==> src/rtl/axi_arb_pkg.sv <==
// Shared types for the two-master AXI4-Lite arbiter: FSM states, owner id, prot codes.
package axi_arb_pkg;

  localparam int unsigned PROT_W = 3;

  localparam logic [PROT_W-1:0] PROT_INSN = 3'b100;
  localparam logic [PROT_W-1:0] PROT_DATA = 3'b000;

  typedef enum logic [2:0] {
    IDLE,
    RD_ADDR,
    RD_DATA,
    WR_REQ,
    WR_RESP
  } arb_state_t;

  typedef enum logic {
    OWN_IFU,
    OWN_LSU
  } owner_t;

endpackage

==> src/rtl/axi_lite_arbiter.sv <==
// Two-master (IFU read-only, LSU read/write) to one-slave AXI4-Lite arbiter.
// One transaction outstanding at a time; responses return as one-cycle pulses.
// Ports:
//   clk, rst                      - clock, synchronous active-high reset
//   ifu_req_* / ifu_rsp_*         - fetch request (valid/ready/addr), response pulse + rdata
//   lsu_req_* / lsu_rsp_*         - load/store request (we/addr/wdata/wstrb), response pulse + rdata
//   mem_axi_ar*/r*/aw*/w*/b*      - AXI4-Lite master port toward the memory/MMIO model
module axi_lite_arbiter
  import axi_arb_pkg::*;
#(
  parameter int unsigned ADDR_W = 32,
  parameter int unsigned DATA_W = 32
) (
  input  logic                clk,
  input  logic                rst,

  input  logic                ifu_req_valid,
  output logic                ifu_req_ready,
  input  logic [ADDR_W-1:0]   ifu_addr,
  output logic                ifu_rsp_valid,
  output logic [DATA_W-1:0]   ifu_rdata,

  input  logic                lsu_req_valid,
  output logic                lsu_req_ready,
  input  logic                lsu_we,
  input  logic [ADDR_W-1:0]   lsu_addr,
  input  logic [DATA_W-1:0]   lsu_wdata,
  input  logic [DATA_W/8-1:0] lsu_wstrb,
  output logic                lsu_rsp_valid,
  output logic [DATA_W-1:0]   lsu_rdata,

  output logic                mem_axi_arvalid,
  input  logic                mem_axi_arready,
  output logic [ADDR_W-1:0]   mem_axi_araddr,
  output logic [PROT_W-1:0]   mem_axi_arprot,

  input  logic                mem_axi_rvalid,
  output logic                mem_axi_rready,
  input  logic [DATA_W-1:0]   mem_axi_rdata,

  output logic                mem_axi_awvalid,
  input  logic                mem_axi_awready,
  output logic [ADDR_W-1:0]   mem_axi_awaddr,
  output logic [PROT_W-1:0]   mem_axi_awprot,

  output logic                mem_axi_wvalid,
  input  logic                mem_axi_wready,
  output logic [DATA_W-1:0]   mem_axi_wdata,
  output logic [DATA_W/8-1:0] mem_axi_wstrb,

  input  logic                mem_axi_bvalid,
  output logic                mem_axi_bready
);

  localparam int unsigned STRB_W = DATA_W / 8;

  arb_state_t          state_q, state_d;
  owner_t              owner_q, last_grant_q;
  logic [ADDR_W-1:0]   addr_q;
  logic [DATA_W-1:0]   wdata_q;
  logic [STRB_W-1:0]   wstrb_q;
  logic                aw_done_q, w_done_q;

  // Latched request payload drives the bus for the whole transaction
  assign mem_axi_araddr = addr_q;
  assign mem_axi_awaddr = addr_q;
  assign mem_axi_wdata  = wdata_q;
  assign mem_axi_wstrb  = wstrb_q;
  assign mem_axi_awprot = PROT_DATA;

  // Grant decision and transaction sequencing
  always_comb begin
    state_d         = state_q;
    ifu_req_ready   = 1'b0;
    lsu_req_ready   = 1'b0;
    mem_axi_arvalid = 1'b0;
    mem_axi_arprot  = PROT_DATA;
    mem_axi_rready  = 1'b0;
    mem_axi_awvalid = 1'b0;
    mem_axi_wvalid  = 1'b0;
    mem_axi_bready  = 1'b0;
    unique case (state_q)
      IDLE: begin
        // On a tie the master not granted last wins; ready is suppressed under reset
        if (!rst) begin
          if (lsu_req_valid && (!ifu_req_valid || last_grant_q == OWN_IFU)) begin
            lsu_req_ready = 1'b1;
            state_d       = lsu_we ? WR_REQ : RD_ADDR;
          end else if (ifu_req_valid) begin
            ifu_req_ready = 1'b1;
            state_d       = RD_ADDR;
          end
        end
      end
      RD_ADDR: begin
        mem_axi_arvalid = 1'b1;
        mem_axi_arprot  = (owner_q == OWN_IFU) ? PROT_INSN : PROT_DATA;
        if (mem_axi_arready) state_d = RD_DATA;
      end
      RD_DATA: begin
        mem_axi_rready = 1'b1;
        if (mem_axi_rvalid) state_d = IDLE;
      end
      WR_REQ: begin
        // AW and W complete independently, in either order or together
        mem_axi_awvalid = !aw_done_q;
        mem_axi_wvalid  = !w_done_q;
        if ((aw_done_q || mem_axi_awready) && (w_done_q || mem_axi_wready)) state_d = WR_RESP;
      end
      WR_RESP: begin
        mem_axi_bready = 1'b1;
        if (mem_axi_bvalid) state_d = IDLE;
      end
      default: state_d = IDLE;
    endcase
  end

  // State, payload latches and response pulses
  always_ff @(posedge clk) begin
    if (rst) begin
      state_q       <= IDLE;
      owner_q       <= OWN_IFU;
      last_grant_q  <= OWN_IFU;
      addr_q        <= '0;
      wdata_q       <= '0;
      wstrb_q       <= '0;
      aw_done_q     <= 1'b0;
      w_done_q      <= 1'b0;
      ifu_rsp_valid <= 1'b0;
      lsu_rsp_valid <= 1'b0;
      ifu_rdata     <= '0;
      lsu_rdata     <= '0;
    end else begin
      state_q       <= state_d;
      ifu_rsp_valid <= 1'b0;
      lsu_rsp_valid <= 1'b0;

      if (lsu_req_ready) begin
        owner_q      <= OWN_LSU;
        last_grant_q <= OWN_LSU;
        addr_q       <= lsu_addr;
        wdata_q      <= lsu_wdata;
        wstrb_q      <= lsu_wstrb;
        aw_done_q    <= 1'b0;
        w_done_q     <= 1'b0;
      end else if (ifu_req_ready) begin
        owner_q      <= OWN_IFU;
        last_grant_q <= OWN_IFU;
        addr_q       <= ifu_addr;
      end

      if (state_q == WR_REQ) begin
        if (mem_axi_awvalid && mem_axi_awready) aw_done_q <= 1'b1;
        if (mem_axi_wvalid && mem_axi_wready)   w_done_q  <= 1'b1;
      end

      if (state_q == RD_DATA && mem_axi_rvalid) begin
        if (owner_q == OWN_IFU) begin
          ifu_rdata     <= mem_axi_rdata;
          ifu_rsp_valid <= 1'b1;
        end else begin
          lsu_rdata     <= mem_axi_rdata;
          lsu_rsp_valid <= 1'b1;
        end
      end

      if (state_q == WR_RESP && mem_axi_bvalid) lsu_rsp_valid <= 1'b1;
    end
  end

endmodule

==> config.mk <==
export PLATFORM = sky130hd
export DESIGN_NAME = axi_lite_arbiter
export DESIGN_NICKNAME = d
export VERILOG_FILES = /design/src/rtl/axi_arb_pkg.sv /design/src/rtl/axi_lite_arbiter.sv
export SDC_FILE = /design/constraint.sdc
export NUM_CORES = 1
export LEC_CHECK = 0
export CORE_AREA = 2 2 125 127
export DETAILED_ROUTE_END_ITERATION = 7
export DIE_AREA = 0 0 127 129
export GPL_ROUTABILITY_DRIVEN = 0
export PLACE_DENSITY = 0.79
export SLEW_MARGIN = 40
export SYNTH_ARGS = -nofsm -noshare
export SYNTH_HDL_FRONTEND = slang
export SYNTH_SLANG_ARGS = --single-unit
export TNS_END_PERCENT = 20
==> constraint.sdc <==
create_clock -name clk -period 3.4 [get_ports clk]
set_input_delay 0.51 -clock clk [delete_from_list [all_inputs] [get_ports clk]]
set_output_delay 0.51 -clock clk [all_outputs]
set_load 0.01 [all_outputs]
==> results.json <==
{
  "grt_util_all_layers": 0.211,
  "crit_family": "buffers and inverters",
  "hold_viol": 0,
  "die_h_um": 129,
  "fin_tns_setup_ns": 0,
  "max_clock_freq_ghz": 0.377,
  "outcome": "finished, final reports clean",
  "seqCellArea_um2": 2800,
  "crit_path_end_kind": "primary output",
  "r2r_cells": 5,
  "drc_errors": 0,
  "cts_max_level": 4,
  "syn_area_um2": 5570,
  "yosysSeqAreaShare": 0.503,
  "syn_inst": 710,
  "pin_count": 321,
  "power_mw": 4.89,
  "vdd_ir_drop_max_mv": 0.317,
  "start_util": 0.372,
  "multi_input_area_um2": 2240,
  "finalSetupViolCount": 0,
  "max_slew_margin": 0.448,
  "grt_start_max_net_pins": 73,
  "ys_ff_latch": 140,
  "antenna_found_initial": 0,
  "drive_gt1_frac": 0.0561,
  "grt.overflow.total": 0,
  "cts_sinks": 140,
  "dpl.cell_count": 1138,
  "layout_common_cells": "314 x clkdlybuf4s50_1, 248 x nand2_1, 140 x dfxtp_1",
  "place_hpwl_um": 12600,
  "drt_iter0_markers": 338,
  "post_cts_buffers": 0,
  "nets": 1111,
  "cts_resized": 0,
  "synth.avg_cell_area_um2": 7.85,
  "antenna_left": 0,
  "io_buffer_count": 315,
  "fin_skew_ns": 0.00662,
  "drt-total-wl_um": 17700,
  "die_x_um": 127,
  "n_antenna_cell": 0,
  "grt_pass1_wl_um": 27400,
  "endpoint": "ifu_req_ready",
  "crit_type": "flip-flop to primary output",
  "crit_start": "state_q[1]$_SDFFE_PP0P_",
  "cpPeakStageDelay_ns": 0.58,
  "r2r-start": "last_grant_q$_SDFFE_PP0P_",
  "crit_buf_inv": 2,
  "crit_chain": "nor4_2 > nand3_1 > clkinv_2 > clkdlybuf4s50_1",
  "period_share": 0.781,
  "path_clk_slew_ns": 0.06,
  "final_common_cell": "clkdlybuf4s50_1",
  "rsz0062_at_grt": "no",
  "syn_to_final_growth_pct": 62.9,
  "reg2reg_slack_ns": 1.47,
  "pwr_density_cell_nw_per_um2": 539,
  "first_global_vias": 5183,
  "fin_cells": 1169,
  "rows": 45,
  "cts_max_path_buffers": 2,
  "cts_tree": "yes",
  "path_max_fanout": 19,
  "fin_crit_ns": 2.65,
  "core_um2": 15000,
  "start_kind": "flip-flop",
  "slew_violations": 0,
  "viasPerCell": 4.81,
  "ys_warn_count": 0,
  "wl_per_cell_um": 15.2,
  "drv_cap": 0,
  "insertion_delay_ns": 0.41,
  "crit_slowest_cell": "clkdlybuf4s50_1",
  "vias": 5621,
  "cts_buffers": 17,
  "drt_first_pass_iters": 7,
  "n_fill_cell": 1364,
  "synth_top_area_frac": 0.503,
  "p_leak_nw": 3.23,
  "yosys-top-cells-area": "dfxtp_1 50%, nand2_1 17%, a21oi_1 11%",
  "crit_cells": 4,
  "ctsHoldBuffers": 0,
  "cp.required_ns": 2.89,
  "worst_pin_slew_ns": 0.828,
  "r2r-end": "mem_axi_araddr[17]$_SDFFE_PP0P_",
  "yosysTopAreaCell": "dfxtp_1",
  "cts-root-buf": "clkbuf_16",
  "synth_cell_types": 30,
  "critPathArrivalTime_ns": 2.14,
  "fp.dieArea_um2": 16400,
  "hold_class": "input port to flip-flop"
}
==> cells in the mapped netlist <==
master	number
nor3_1	1
buf_4	40
a21oi_1	124
nor3b_1	4
a21boi_1	1
o21ai_0	2
nor4_2	1
and2_1	1
nand2b_1	3
nand3_1	2
nor3_2	2
or3_1	2
conb_1	1
clkbuf_1	25
nor2_1	44
and3_1	1
a311oi_1	14
nand3b_1	1
dfxtp_1	140
o21a_1	1
clkinv_2	1
buf_6	4
a211oi_1	9
a211oi_2	9
o22ai_1	2
inv_1	3
nand2_1	248
nor2b_1	3
buf_2	20
nand2_2	1
==> report_power, final <==
part	internal, mW	switching (mW)	leakage, nW	total, mW
logic	0.683	0.595	1.82	1.28
clock network	1.01	0.692	0.266	1.70
registers	1.80	0.111	1.14	1.91
==> worst min path at each step <==
stage / depth (start not counted) / startpoint / slack (ns) / to
final: 2 / rst / 0.39 / mem_axi_araddr[22]$_SDFFE_PP0P_
after detailed placement: 2 / lsu_rdata[10]$_SDFFE_PP0P_ / 0.45 / lsu_rdata[10]$_SDFFE_PP0P_
after CTS: 2 / rst / 0.38 / mem_axi_araddr[22]$_SDFFE_PP0P_
after global placement: 2 / mem_axi_wdata[17]$_SDFFE_PP0P_ / 0.44 / mem_axi_wdata[17]$_SDFFE_PP0P_
after floorplan: 2 / ifu_rdata[0]$_SDFFE_PP0P_ / 0.48 / ifu_rdata[0]$_SDFFE_PP0P_
after global routing: 2 / rst / 0.39 / mem_axi_araddr[22]$_SDFFE_PP0P_
==> sequential cells by signal, indices dropped and copies added (netlist names) <==
| register | cells |
|---|---|
| mem_axi_wstrb | 4 |
| lsu_rsp_valid | 1 |
| mem_axi_araddr | 32 |
| last_grant_q | 1 |
| ifu_rsp_valid | 1 |
| w_done_q | 1 |
| lsu_rdata | 32 |
| ifu_rdata | 32 |
| aw_done_q | 1 |
| mem_axi_wdata | 32 |
| state_q | 3 |
==> cell type report <==
| class | count | share of cell area |
|---|---|---|
| multi-input cells | 481 | 0.246 |
| well taps | 188 | 0.0259 |
| inverters | 4 | 0.00179 |
| clock inverters | 8 | 0.00662 |
| clock buffers | 23 | 0.0538 |
| repair buffers | 325 | 0.357 |
| flip-flops and latches | 140 | 0.309 |
==> through the flow <==
step	hold slack [ns]	instance area [µm²]	setup WS (ns)	utilization
finish	0.393	9080	0.746	0.606
detailed placement	0.445	8530	0.759	0.570
floorplan	0.481	5590	1.56	-
global route	0.385	9080	0.606	0.606
global placement	0.440	8530	0.802	0.570
CTS	0.377	9080	0.704	0.606
==> cells by family (layout without fill, tap and decap cells) <==
kind of cell	count (synthesis)	after routing	share of synthesized area
buffers and inverters	93	360	0.0997
other	1	5	0.000673
DFF	140	140	0.503
and+or+nand+nor	314	314	0.224
AOI/OAI and AO/OA	162	162	0.172
==> metal layers <==
layer / vias to the layer above / track usage / share of wire
li1: 2803 / - / -
met1: 2538 / 0.248 / 0.40
met2: 247 / 0.343 / 0.48
met3: 33 / 0.0948 / 0.10
met4: 0 / 0.0737 / 0.025
met5: - / 0 / 0
(Power assumes the default switching activity.)
